<file path="src/rtl/uart_tx.sv">
// uart_tx: UART transmitter sending start, 5..8 data bits LSB first, optional parity and stop, paced by tx_tick
// Ports:
//   clk, rst_n      clock and asynchronous active-low reset
//   tx_tick         one-clk pulse per bit period from the baud generator
//   i_num_bit_data  data length (00=5 .. 11=8 bits)
//   i_parity_en     append parity bit when 1
//   i_parity_type   0 = even, 1 = odd
//   i_data          character; bits above the selected length are ignored
//   i_tx_start      one-clk request, accepted only in IDLE
//   i_cts_n         clear-to-send, active-low; holds off the frame start
//   o_tx_serial     registered serial line, idle high
//   o_tx_done       one-clk pulse after the stop bit completes
module uart_tx (
  input  logic       clk,
  input  logic       rst_n,
  input  logic       tx_tick,
  input  logic [1:0] i_num_bit_data,
  input  logic       i_parity_en,
  input  logic       i_parity_type,
  input  logic [7:0] i_data,
  input  logic       i_tx_start,
  input  logic       i_cts_n,
  output logic       o_tx_serial,
  output logic       o_tx_done
);
  typedef enum logic [2:0] {S_IDLE, S_WAIT, S_START, S_DATA, S_PARITY, S_STOP} state_t;
  state_t     state_q, state_d;
  logic [7:0] sh_q, sh_d;
  logic [2:0] cnt_q, cnt_d;
  logic [1:0] len_q, len_d;
  logic       pe_q, pe_d;
  logic       par_q, par_d;
  logic       ser_q, ser_d;
  logic       done_q, done_d;
  logic [7:0] data_m;
  // unused upper bits are cleared so they never reach the line or the parity
  assign data_m = i_data & (8'hFF >> (2'd3 - i_num_bit_data));
  always_ff @(posedge clk or negedge rst_n) begin
    if (!rst_n) begin
      state_q <= S_IDLE;
      sh_q    <= '0;
      cnt_q   <= '0;
      len_q   <= '0;
      pe_q    <= 1'b0;
      par_q   <= 1'b0;
      ser_q   <= 1'b1;
      done_q  <= 1'b0;
    end else begin
      state_q <= state_d;
      sh_q    <= sh_d;
      cnt_q   <= cnt_d;
      len_q   <= len_d;
      pe_q    <= pe_d;
      par_q   <= par_d;
      ser_q   <= ser_d;
      done_q  <= done_d;
    end
  end
  always_comb begin
    state_d = state_q;
    sh_d    = sh_q;
    cnt_d   = cnt_q;
    len_d   = len_q;
    pe_d    = pe_q;
    par_d   = par_q;
    ser_d   = ser_q;
    done_d  = 1'b0;
    case (state_q)
      S_IDLE: if (i_tx_start) begin
        state_d = S_WAIT;
        sh_d    = data_m;
        len_d   = i_num_bit_data;
        pe_d    = i_parity_en;
        par_d   = ^data_m ^ i_parity_type;
      end
      S_WAIT: if (tx_tick && !i_cts_n) begin
        state_d = S_START;
        ser_d   = 1'b0;
      end
      S_START: if (tx_tick) begin
        state_d = S_DATA;
        ser_d   = sh_q[0];
        sh_d    = sh_q >> 1;
        cnt_d   = '0;
      end
      // cnt_q indexes the bit now on the line; the last one is 4 + len
      S_DATA: if (tx_tick) begin
        if (cnt_q == {1'b0, len_q} + 3'd4) begin
          state_d = pe_q ? S_PARITY : S_STOP;
          ser_d   = pe_q ? par_q : 1'b1;
        end else begin
          cnt_d = cnt_q + 3'd1;
          ser_d = sh_q[0];
          sh_d  = sh_q >> 1;
        end
      end
      S_PARITY: if (tx_tick) begin
        state_d = S_STOP;
        ser_d   = 1'b1;
      end
      S_STOP: if (tx_tick) begin
        state_d = S_IDLE;
        done_d  = 1'b1;
      end
      default: state_d = S_IDLE;
    endcase
  end
  assign o_tx_serial = ser_q;
  assign o_tx_done   = done_q;
endmodule

</file>
<file path="config.mk">
export PLATFORM = sky130hd
export DESIGN_NAME = uart_tx
export DESIGN_NICKNAME = d
export VERILOG_FILES = /design/src/rtl/uart_tx.sv
export SDC_FILE = /design/constraint.sdc
export NUM_CORES = 1
export LEC_CHECK = 0
export BUFFER_PORTS_ARGS = -buffer_cell sky130_fd_sc_hd__buf_4
export CAP_MARGIN = 20
export CORE_MARGIN = 4
export CORE_UTILIZATION = 55
export CTS_BUF_LIST = sky130_fd_sc_hd__clkbuf_4 sky130_fd_sc_hd__clkbuf_8 sky130_fd_sc_hd__clkbuf_16
export DETAILED_ROUTE_END_ITERATION = 10
export PLACE_DENSITY = 0.78
export SYNTH_ARGS = -nofsm -noshare
export SYNTH_HDL_FRONTEND = slang
export SYNTH_SLANG_ARGS = --single-unit
</file>
<file path="constraint.sdc">
create_clock -name clk -period 1.9 [get_ports clk]
set_input_delay 0.19 -clock clk [delete_from_list [all_inputs] [get_ports clk]]
set_output_delay 0.19 -clock clk [all_outputs]
set_load 0.01 [all_outputs]
</file>
==> results of run 1 <==
[cell usage after synthesis]
library cell and number:
a21oi_1 2, o211a_1 1, and3_1 1, a21oi_4 1, buf_2 3, ha_1 1, nand4_1 1, a31o_2 1
nand2b_1 1, nor3b_1 1, dfrtp_1 19, xor2_1 2, xnor2_1 4, xor2_2 1, dfstp_2 1, a31oi_1 2
a22o_1 3, o31ai_1 1, nor2b_1 2, mux2_2 7, o21ai_0 8, a21bo_2 1, nand3b_1 2, a21o_1 1
and3b_1 1, nor2_1 3, a21boi_4 1, nor3_4 1, a22oi_1 1, a21boi_0 1, a2bb2oi_1 6, inv_1 2
o31ai_2 1, or4_1 1, o211ai_1 1, nor4b_2 1, clkbuf_1 2, nand2_1 7, or3b_4 1, o221a_2 1
o22ai_1 6, xnor3_1 1
[final cells by class]
| type | count | area [um^2] | share of cell area [%] |
|---|---|---|---|
| Clock buffer | 3 | 22.5 | 1.58 |
| Inverter | 2 | 7.51 | 0.528 |
| Tap cell | 27 | 33.8 | 2.37 |
| Multi-Input combinational cell | 78 | 637 | 44.8 |
| Sequential cell | 20 | 502 | 35.3 |
| Timing Repair Buffer | 25 | 190 | 13.4 |
| Clock inverter | 1 | 30.0 | 2.11 |
[worst paths after layout]
kind                        startpoint          end  slack (ps)  depth (start not counted)
min in group asynchronous        rst_n      sh_q[2]         270                          2
max                           cnt_q[0]     cnt_q[1]         140                          4
max reg2reg                   cnt_q[0]     cnt_q[1]         140                          4
min reg2reg                    sh_q[5]      sh_q[5]         540                          1
min                        i_parity_en         pe_q         110                          2
max in group asynchronous        rst_n  o_tx_serial        1350                          2
[where the power goes]
group          total [W]  switching [W]  leakage [nW]  internal (W)
Combinational    0.00100       0.000481         0.358      0.000521
Clock           0.000355       0.000142        0.0279      0.000213
Sequential      0.000763       0.000160         0.233      0.000603
Total            0.00212       0.000783         0.619       0.00134
[per-stage QoR]
step	util, %	total power, W	cell area [um^2]	setup WS [ps]	cells
after floorplan	-	0.00149	1170	243	105
final	71.8	0.00212	1420	144	156
after global routing	71.8	0.00227	1420	32.1	156
after global placement	68.6	0.00172	1360	229	151
after CTS	71.8	0.00212	1420	141	156
after detailed placement	68.6	0.00177	1360	163	151
[flip-flops by register name, indices dropped and copies added, names as in the netlist]
signal / cells
sh_q: 8
cnt_q: 3
state_q: 3
len_q: 2
o_tx_done: 1
o_tx_serial: 1
par_q: 1
pe_q: 1
[logic make-up after synthesis]
kind of cell             after synthesis  synth area share [%]
XOR/XNOR                               8                  7.82
adder cells (fa/ha/maj)                1                  1.07
multiplexers                           7                  6.75
AO/OA/AOI/OAI                         39                  26.0
flip-flops                            20                  42.9
AND/OR/NAND/NOR                       23                  12.8
buffers and inverters                  7                  2.57
[worst max-delay path, stage by stage, from the launching register on]
cell	delay (ps)
dfrtp_1	470
xor2_2	240
nor3b_1	390
mux2_2	380
a22o_1	180
[routing by layer]
metal	vias to the layer above	GRT usage (%)	wire length, um
met5	-	0	0
met4	0	4.98	13
li1	443	-	-
met3	2	2.77	107
met1	441	26.9	1150
met2	18	33.5	1230
==> results.md, run 1 <==
- Max-slew violations: 0
- Commonest non-fill, non-tap cells in the layout: 24 x buf_4, 19 x dfrtp_1, 8 x o21ai_0
- Setup bufs post-CTS: 0
- Rows: 16
- CP endpoint kind: flop
- Initial Utilization: 59.0%
- CTS clock-pin slew for the worst setup and hold paths: 130 ps
- Minimum hold slack: 106 ps
- Drc violations: 0
- Overall die area: 0.00293 mm^2
- Nets@finish: 148
- Rel. slew slack: 69.7%
- Resize count post-CTS: 0
- Period Utilization, post-route: 92.4%
- Syn-to-layout area delta: 21.7%
- Core Area: 0.00198 mm^2
- Synth top area share: 40.7%
- Final Hold Vio Count: 0
- Min Tclk post-route: 1760 ps
- Syn Area/Cell: 11.1 um^2
- Peak Freq: 0.569 GHz
- Gate Count Post-Synth: 105
- DR iter-0 viols: 13
- Chip Width: 54.1 um
- Htree depth: 1
- Final antenna diode count: 0
- Inserted Clock Buffers: 3
- Final TNS setup: 0 ps
- Vias per inst: 5.79
- Ranking of synthesized cells by area: dfrtp_1 41%, mux2_2 6.7%, a2bb2oi_1 4.5%
- Max Clock Skew: 7.13 ps
- Vias post-DR: 904
- Post-synth top area cell: dfrtp_1
- Mapped Nets: 123
- Yosys Warn Count: 0
- Detailed-route wire length: 2.49 mm
- Max-cap viol count: 0
- Req. time, crit path: 2100 ps
- Yosys cell types: 42
- Fraction of layout cells with a size suffix above 1: 35.7%
- Hold-fix buffers, CTS: 1
- Root Buffer: clkbuf_4
- WL/cell: 16.0 um
- Largest net degree at the start of global routing: 21
- CP arrival: 1960 ps
- Post-synthesis sequential area ratio: 42.9%
- HP Class: input pin to flop
- Post-Synthesis Cell Area: 0.00117 mm^2
- Status: completed
- Leak: 0.619 nW
- Die Ht: 54.1 um
- Pre-Repair DR Iteration Count: 4
- Routed Antenna Nets: 0
- RSZ-0062 raised after global routing: false
- Clock sink count: 20
- Half-perimeter wire length after placement: 1.87 mm
- Peak supply drop: 0.000880 V
- Vias in the first global route: 903
- Tightest Pin Transition: 452 ps
- Startpoint types: flop
- CTS Buffer Depth: 2
- Pwr dens: 1490 mW/mm^2
- Final RePlAce weighted congestion: 0.826
- Setup CP Type: flop to flop
- #FFs+latches synth: 20
- Fillers: 148
- First-pass GRT wire length: 4.18 mm
- Port Buffers: 18
- Initial antenna violation count: 0
- CTS tree: done
- Most common cell after layout, fill and taps aside: buf_4
- Final number of setup-violating endpoints: 0
- CP Max Fanout: 5
- Num ports: 19
- Overflow after GRT: 0
- Worst-Skew Late Latency: 300 ps
- Total global-route track usage: 19.9%
(Power assumes the default switching activity.)
==> inputs of run 2 (changes only) <==
Settings changed: CORE_UTILIZATION 55 to 50, PLACE_DENSITY 0.78 to 0.72.
==> results.md, run 2 (synthesis results as in run 1) <==
- Nets@finish: 148 (unchanged)
- CTS clock-pin slew for the worst setup and hold paths: 120 ps (was 130 ps)
- Die Ht: 56.3 um (was 54.1 um)
- Crit-path cells: xor2_2 -> nor3b_1 -> mux2_2 -> a22o_1 (unchanged)
- Period Utilization, post-route: 92.2% (was 92.4%)
- Peak supply drop: 0.000844 V (was 0.000880 V)
- Overall die area: 0.00317 mm^2 (was 0.00293 mm^2)
- Clock sink count: 20 (unchanged)
- Final Hold Vio Count: 0 (unchanged)
- Pwr dens: 1490 mW/mm^2 (about the same)
- Fraction of layout cells with a size suffix above 1: 35.7% (unchanged)
- CP Max Fanout: 5 (unchanged)
- Min Tclk post-route: 1750 ps (was 1760 ps)
- WP buf/inv: 0 (unchanged)
- HP Class: input pin to flop (unchanged)
- Post-route cell area: 0.00142 mm^2 (about the same)
- Worst-Skew Late Latency: 310 ps (was 300 ps)
- Tightest Pin Transition: 454 ps (was 452 ps)
- Num ports: 19 (unchanged)
- Rows: 17 (was 16)
- Reg-to-reg setup timing slack: 150 ps (was 140 ps)
- Status: completed (unchanged)
- Commonest non-fill, non-tap cells in the layout: 24 x buf_4, 19 x dfrtp_1, 8 x o21ai_0 (unchanged)
- DR iter-0 viols: 14 (was 13)
- Most common cell after layout, fill and taps aside: buf_4 (unchanged)
- Max Clock Skew: 2.38 ps (was 7.13 ps)
- Biggest regs: sh_q x8, cnt_q x3, state_q x3 (unchanged)
- Minimum hold slack: 103 ps (was 106 ps)
- Setup bufs post-CTS: 0 (unchanged)
- Largest stage delay, worst path: 470 ps (about the same)
- Initial antenna violation count: 0 (unchanged)
- CP endpoint kind: flop (unchanged)
- Initial Utilization: 52.8% (was 59.0%)
- Total global-route track usage: 17.5% (was 19.9%)
- Final number of setup-violating endpoints: 0 (unchanged)
- Max-cap viol count: 0 (unchanged)
- Overall Power: 0.00213 W (was 0.00212 W)
- Vias in the first global route: 959 (was 903)
- Top reg by flops: sh_q (unchanged)
- Req. time, crit path: 2110 ps (was 2100 ps)
- Largest net degree at the start of global routing: 21 (unchanged)
- Resize count post-CTS: 0 (unchanged)
- Overflow after GRT: 0 (unchanged)
- First-pass GRT wire length: 4.42 mm (was 4.18 mm)
- Routed Antenna Nets: 0 (unchanged)
- WL/cell: 16.1 um (was 16.0 um)
- Crit-path slowest cell: dfrtp_1 (unchanged)
- CTS tree: done (unchanged)
- Final antenna diode count: 0 (unchanged)
- Pre-Repair DR Iteration Count: 4 (unchanged)
- Setup CP Type: flop to flop (unchanged)
- Final TNS setup: 0 ps (unchanged)
- Drc violations: 0 (unchanged)
- Delay-heaviest family, CP: flip-flops (unchanged)
- Hold-fix buffers, CTS: 1 (unchanged)
- Final worst slack: 148 ps (was 144 ps)
- Peak Freq: 0.571 GHz (was 0.569 GHz)
- Final RePlAce weighted congestion: 0.767 (was 0.826)
- RSZ-0062 raised after global routing: false (unchanged)
- Half-perimeter wire length after placement: 1.88 mm (was 1.87 mm)
- Placed inst area: 0.00136 mm^2 (about the same)
- Inserted Clock Buffers: 3 (unchanged)
- Rel. slew slack: 69.7% (about the same)
- Syn-to-layout area delta: 21.8% (was 21.7%)
- Max-slew violations: 0 (unchanged)
- Htree depth: 1 (unchanged)
- Root Buffer: clkbuf_4 (unchanged)
- Chip Width: 56.3 um (was 54.1 um)
- CP arrival: 1960 ps (about the same)
- Vias per inst: 5.92 (was 5.79)
- Detailed-route wire length: 2.52 mm (was 2.49 mm)
- Leak: 0.619 nW (unchanged)
- Vias post-DR: 930 (was 904)
- Startpoint types: flop (unchanged)
- Max reg flops: 8 (unchanged)
- Core Area: 0.00221 mm^2 (was 0.00198 mm^2)
- CTS Buffer Depth: 2 (unchanged)
- Port Buffers: 18 (unchanged)
- Place WS: 169 ps (was 163 ps)
run 2: cell counts in the layout (fill, tap and decap cells not counted):
Identical to the previous run, type by type.
run 2: final cells by class:
class / instances / area (um^2)
clock inverters: 1 / 30.0
clock buffers: 3 / 22.5
well taps: 28 / 35.0
inverters: 2 / 7.51
multi-input cells: 78 / 637
flip-flops and latches: 20 / 502
repair buffers: 25 / 190
fillers: 192 / 788
run 2: power by group:
| group | internal, W | switching (W) |
|---|---|---|
| registers | 0.000603 | 0.000155 |
| clock network | 0.000213 | 0.000143 |
| logic | 0.000523 | 0.000491 |
| total | 0.00134 | 0.000788 |
run 2: metal layers:
| layer | vias up | wire length [um] | track usage, % |
|---|---|---|---|
| li1 | 445 | - | - |
| met1 | 459 | 1130 | 23.3 |
| met2 | 22 | 1250 | 29.5 |
| met3 | 4 | 107 | 2.99 |
| met4 | 0 | 28 | 4.41 |
| met5 | - | 0 | 0 |
run 2: worst paths after layout:
kind	start	endpoint	cells after the start
worst min register to register	par_q	par_q	2
min in group asynchronous	rst_n	state_q[1]	2
worst max register to register	cnt_q[0]	cnt_q[0]	4
worst max-delay path	cnt_q[0]	cnt_q[0]	4
max in group asynchronous	rst_n	o_tx_serial	2
worst min-delay path	i_parity_en	pe_q	2
run 2: stage by stage:
step,util [%],std cells
after detailed placement,61.5,152
final,64.4,157
after global placement,61.5,152
after floorplan,-,105
after CTS,64.4,157
after global routing,64.4,157
==> inputs of run 3 (changes only) <==
Settings changed: REMOVE_ABC_BUFFERS set to 1.
==> results.md, run 3 (synthesis results as in run 1) <==
- Max-slew violations: 0 (unchanged)
- RSZ-0062 raised after global routing: false (unchanged)
- Core Area: 0.00221 mm^2 (unchanged)
- Minimum hold slack: 125 ps (was 103 ps)
- Final number of setup-violating endpoints: 0 (unchanged)
- Startpoint types: flop (unchanged)
- Vias in the first global route: 924 (was 959)
- Drc violations: 0 (unchanged)
- Leak: 0.609 nW (was 0.619 nW)
- Total global-route track usage: 15.9% (was 17.5%)
- Fillers: 192 (unchanged)
- Worst-Skew Late Latency: 300 ps (was 310 ps)
- Hold path depth: 2 (unchanged)
- Pre-Repair DR Iteration Count: 4 (unchanged)
- Nets@finish: 148 (unchanged)
- FF-to-FF Start: cnt_q[0] (unchanged)
- Req. time, crit path: 2090 ps (was 2110 ps)
- Fraction of layout cells with a size suffix above 1: 35.7% (unchanged)
- Vias post-DR: 909 (was 930)
- Pwr dens: 1410 mW/mm^2 (was 1490 mW/mm^2)
- Most common cell after layout, fill and taps aside: buf_4 (unchanged)
- Overall die area: 0.00317 mm^2 (unchanged)
- Status: completed (unchanged)
- Worst Hold Path EP: pe_q (unchanged)
- Clock sink count: 20 (unchanged)
- CP arrival: 1920 ps (was 1960 ps)
- Min Tclk post-route: 1730 ps (was 1750 ps)
- Switching Share: 38.4% (was 37.0%)
- Final Hold Vio Count: 0 (unchanged)
- DR iter-0 viols: 22 (was 14)
- Initial antenna violation count: 0 (unchanged)
- Rows: 17 (unchanged)
- Tightest Pin Transition: 462 ps (was 454 ps)
- Sequential cell area: 502 um^2 (unchanged)
- R2R depth: 4 (unchanged)
- CP Max Fanout: 5 (unchanged)
- CTS Buffer Depth: 2 (unchanged)
- Crit-path slowest cell: dfrtp_1 (unchanged)
- Vias per inst: 5.79 (was 5.92)
- Rel. slew slack: 69.1% (was 69.7%)
- Placed inst area: 0.00136 mm^2 (unchanged)
- Period Utilization, post-route: 90.8% (was 92.2%)
- Commonest non-fill, non-tap cells in the layout: 24 x buf_4, 19 x dfrtp_1, 8 x o21ai_0 (unchanged)
- Resize count post-CTS: 0 (unchanged)
- Clock power frac: 11.5% (was 16.7%)
- Final TNS setup: 0 ps (unchanged)
- Syn-to-layout area delta: 19.9% (was 21.8%)
- Port Buffers: 18 (unchanged)
- Sw power: 0.000760 W (was 0.000788 W)
- Root Buffer: clkbuf_4 (unchanged)
- Worst hold start: i_parity_en (unchanged)
- Post-route cell area: 0.00140 mm^2 (was 0.00142 mm^2)
- Reg power frac: 38.6% (was 35.6%)
- Chip Width: 56.3 um (unchanged)
- Overflow after GRT: 0 (unchanged)
- Int Pwr: 0.00122 W (was 0.00134 W)
- CTS clock-pin slew for the worst setup and hold paths: 110 ps (was 120 ps)
- Hold-fix buffers, CTS: 1 (unchanged)
- Setup bufs post-CTS: 0 (unchanged)
- Top reg by flops: sh_q (unchanged)
- Multi-input gate area: 637 um^2 (unchanged)
- Largest stage delay, worst path: 460 ps (was 470 ps)
- Logic pwr share: 49.9% (was 47.6%)
- Reg-to-reg setup timing slack: 170 ps (was 150 ps)
- Peak Freq: 0.580 GHz (was 0.571 GHz)
- Half-perimeter wire length after placement: 1.75 mm (was 1.88 mm)
- WL/cell: 14.6 um (was 16.1 um)
- Routed Antenna Nets: 0 (unchanged)
- Final antenna diode count: 0 (unchanged)
- Largest net degree at the start of global routing: 21 (unchanged)
- Peak supply drop: 0.00100 V (was 0.000844 V)
- Crit-path cells: xor2_2 -> nor3b_1 -> mux2_2 -> a22o_1 (unchanged)
- CP endpoint kind: flop (unchanged)
- First-pass GRT wire length: 4.15 mm (was 4.42 mm)
- CTS tree: done (unchanged)
- Num ports: 19 (unchanged)
- Max Clock Skew: 8.02 ps (was 2.38 ps)
- Setup CP Type: flop to flop (unchanged)
- Inserted Clock Buffers: 3 (unchanged)
- Detailed-route wire length: 2.29 mm (was 2.52 mm)
- Htree depth: 1 (unchanged)
- Initial Utilization: 52.8% (unchanged)
- Worst R2R End: cnt_q[1] (was cnt_q[0])
- HP Class: input pin to flop (unchanged)
- Max-cap viol count: 0 (unchanged)
- Final RePlAce weighted congestion: 0.802 (was 0.767)
- Max reg flops: 8 (unchanged)
- Die Ht: 56.3 um (unchanged)
- Biggest regs: sh_q x8, cnt_q x3, state_q x3 (unchanged)
==> run 3: changes by cell type in the layout (fill, tap and decap cells not counted), sizes merged <==
cell,delta
bufinv,-1
clkbuf,+1
==> run 3: routing by layer <==
metal  share of wire (%)  GRT usage [%]  routed length [um]  up-vias
met5                   0              0                   0        -
li1                    -              -                   -      446
met3                 5.0           2.99                 114        2
met1                  49           23.0                1140      438
met4                0.83           3.05                  19        0
met2                  45           24.7                1030       23
==> run 3: worst max path at each step <==
stage | from | endpoint | slack, ps | depth (start not counted)
CTS | cnt_q[0] | cnt_q[1] | 170 | 4
global placement | cnt_q[0] | cnt_q[1] | 230 | 4
finish | cnt_q[0] | cnt_q[1] | 170 | 4
floorplan | state_q[1] | sh_q[6] | 60 | 4
detailed placement | cnt_q[0] | cnt_q[1] | 190 | 4
global route | cnt_q[1] | cnt_q[1] | 60 | 4
==> run 3: metrics by stage <==
stage | setup WS [ps] | std cells | power (W) | util, %
2_1_floorplan | 62.9 | 100 | 0.00147 | -
3_3_place_gp | 235 | 152 | 0.00173 | 61.5
3_5_place_dp | 186 | 152 | 0.00176 | 61.5
4_1_cts | 171 | 157 | 0.00199 | 63.3
5_1_grt | 58.8 | 157 | 0.00214 | 63.3
6_report | 175 | 157 | 0.00198 | 63.3
==> run 3: final cells by class <==
cell class / count / share of cell area [%]
clock buffers: 4 / 2.14
repair buffers: 25 / 13.6
multi-input cells: 78 / 45.4
inverters: 2 / 0.536
flip-flops and latches: 20 / 35.8
well taps: 28 / 2.50
==> run 3: power groups by stage <==
stage / sequential [W] / combinational, W / clock [W]
2_1_floorplan: 0.000743 / 0.000730 / 0
3_3_place_gp: 0.000768 / 0.000960 / 0
3_5_place_dp: 0.000773 / 0.000982 / 0
4_1_cts: 0.000765 / 0.000989 / 0.000231
5_1_grt: 0.000794 / 0.00109 / 0.000253
6_report: 0.000765 / 0.000987 / 0.000229
==> run 3: worst max-delay path: cells and delay by family, from the launching register on <==
kind             cells  cell delay [ps]
multiplexers         1              390
flip-flops           1              460
AO/OA/AOI/OAI        1              180
XOR/XNOR             1              240
AND/OR/NAND/NOR      1              360
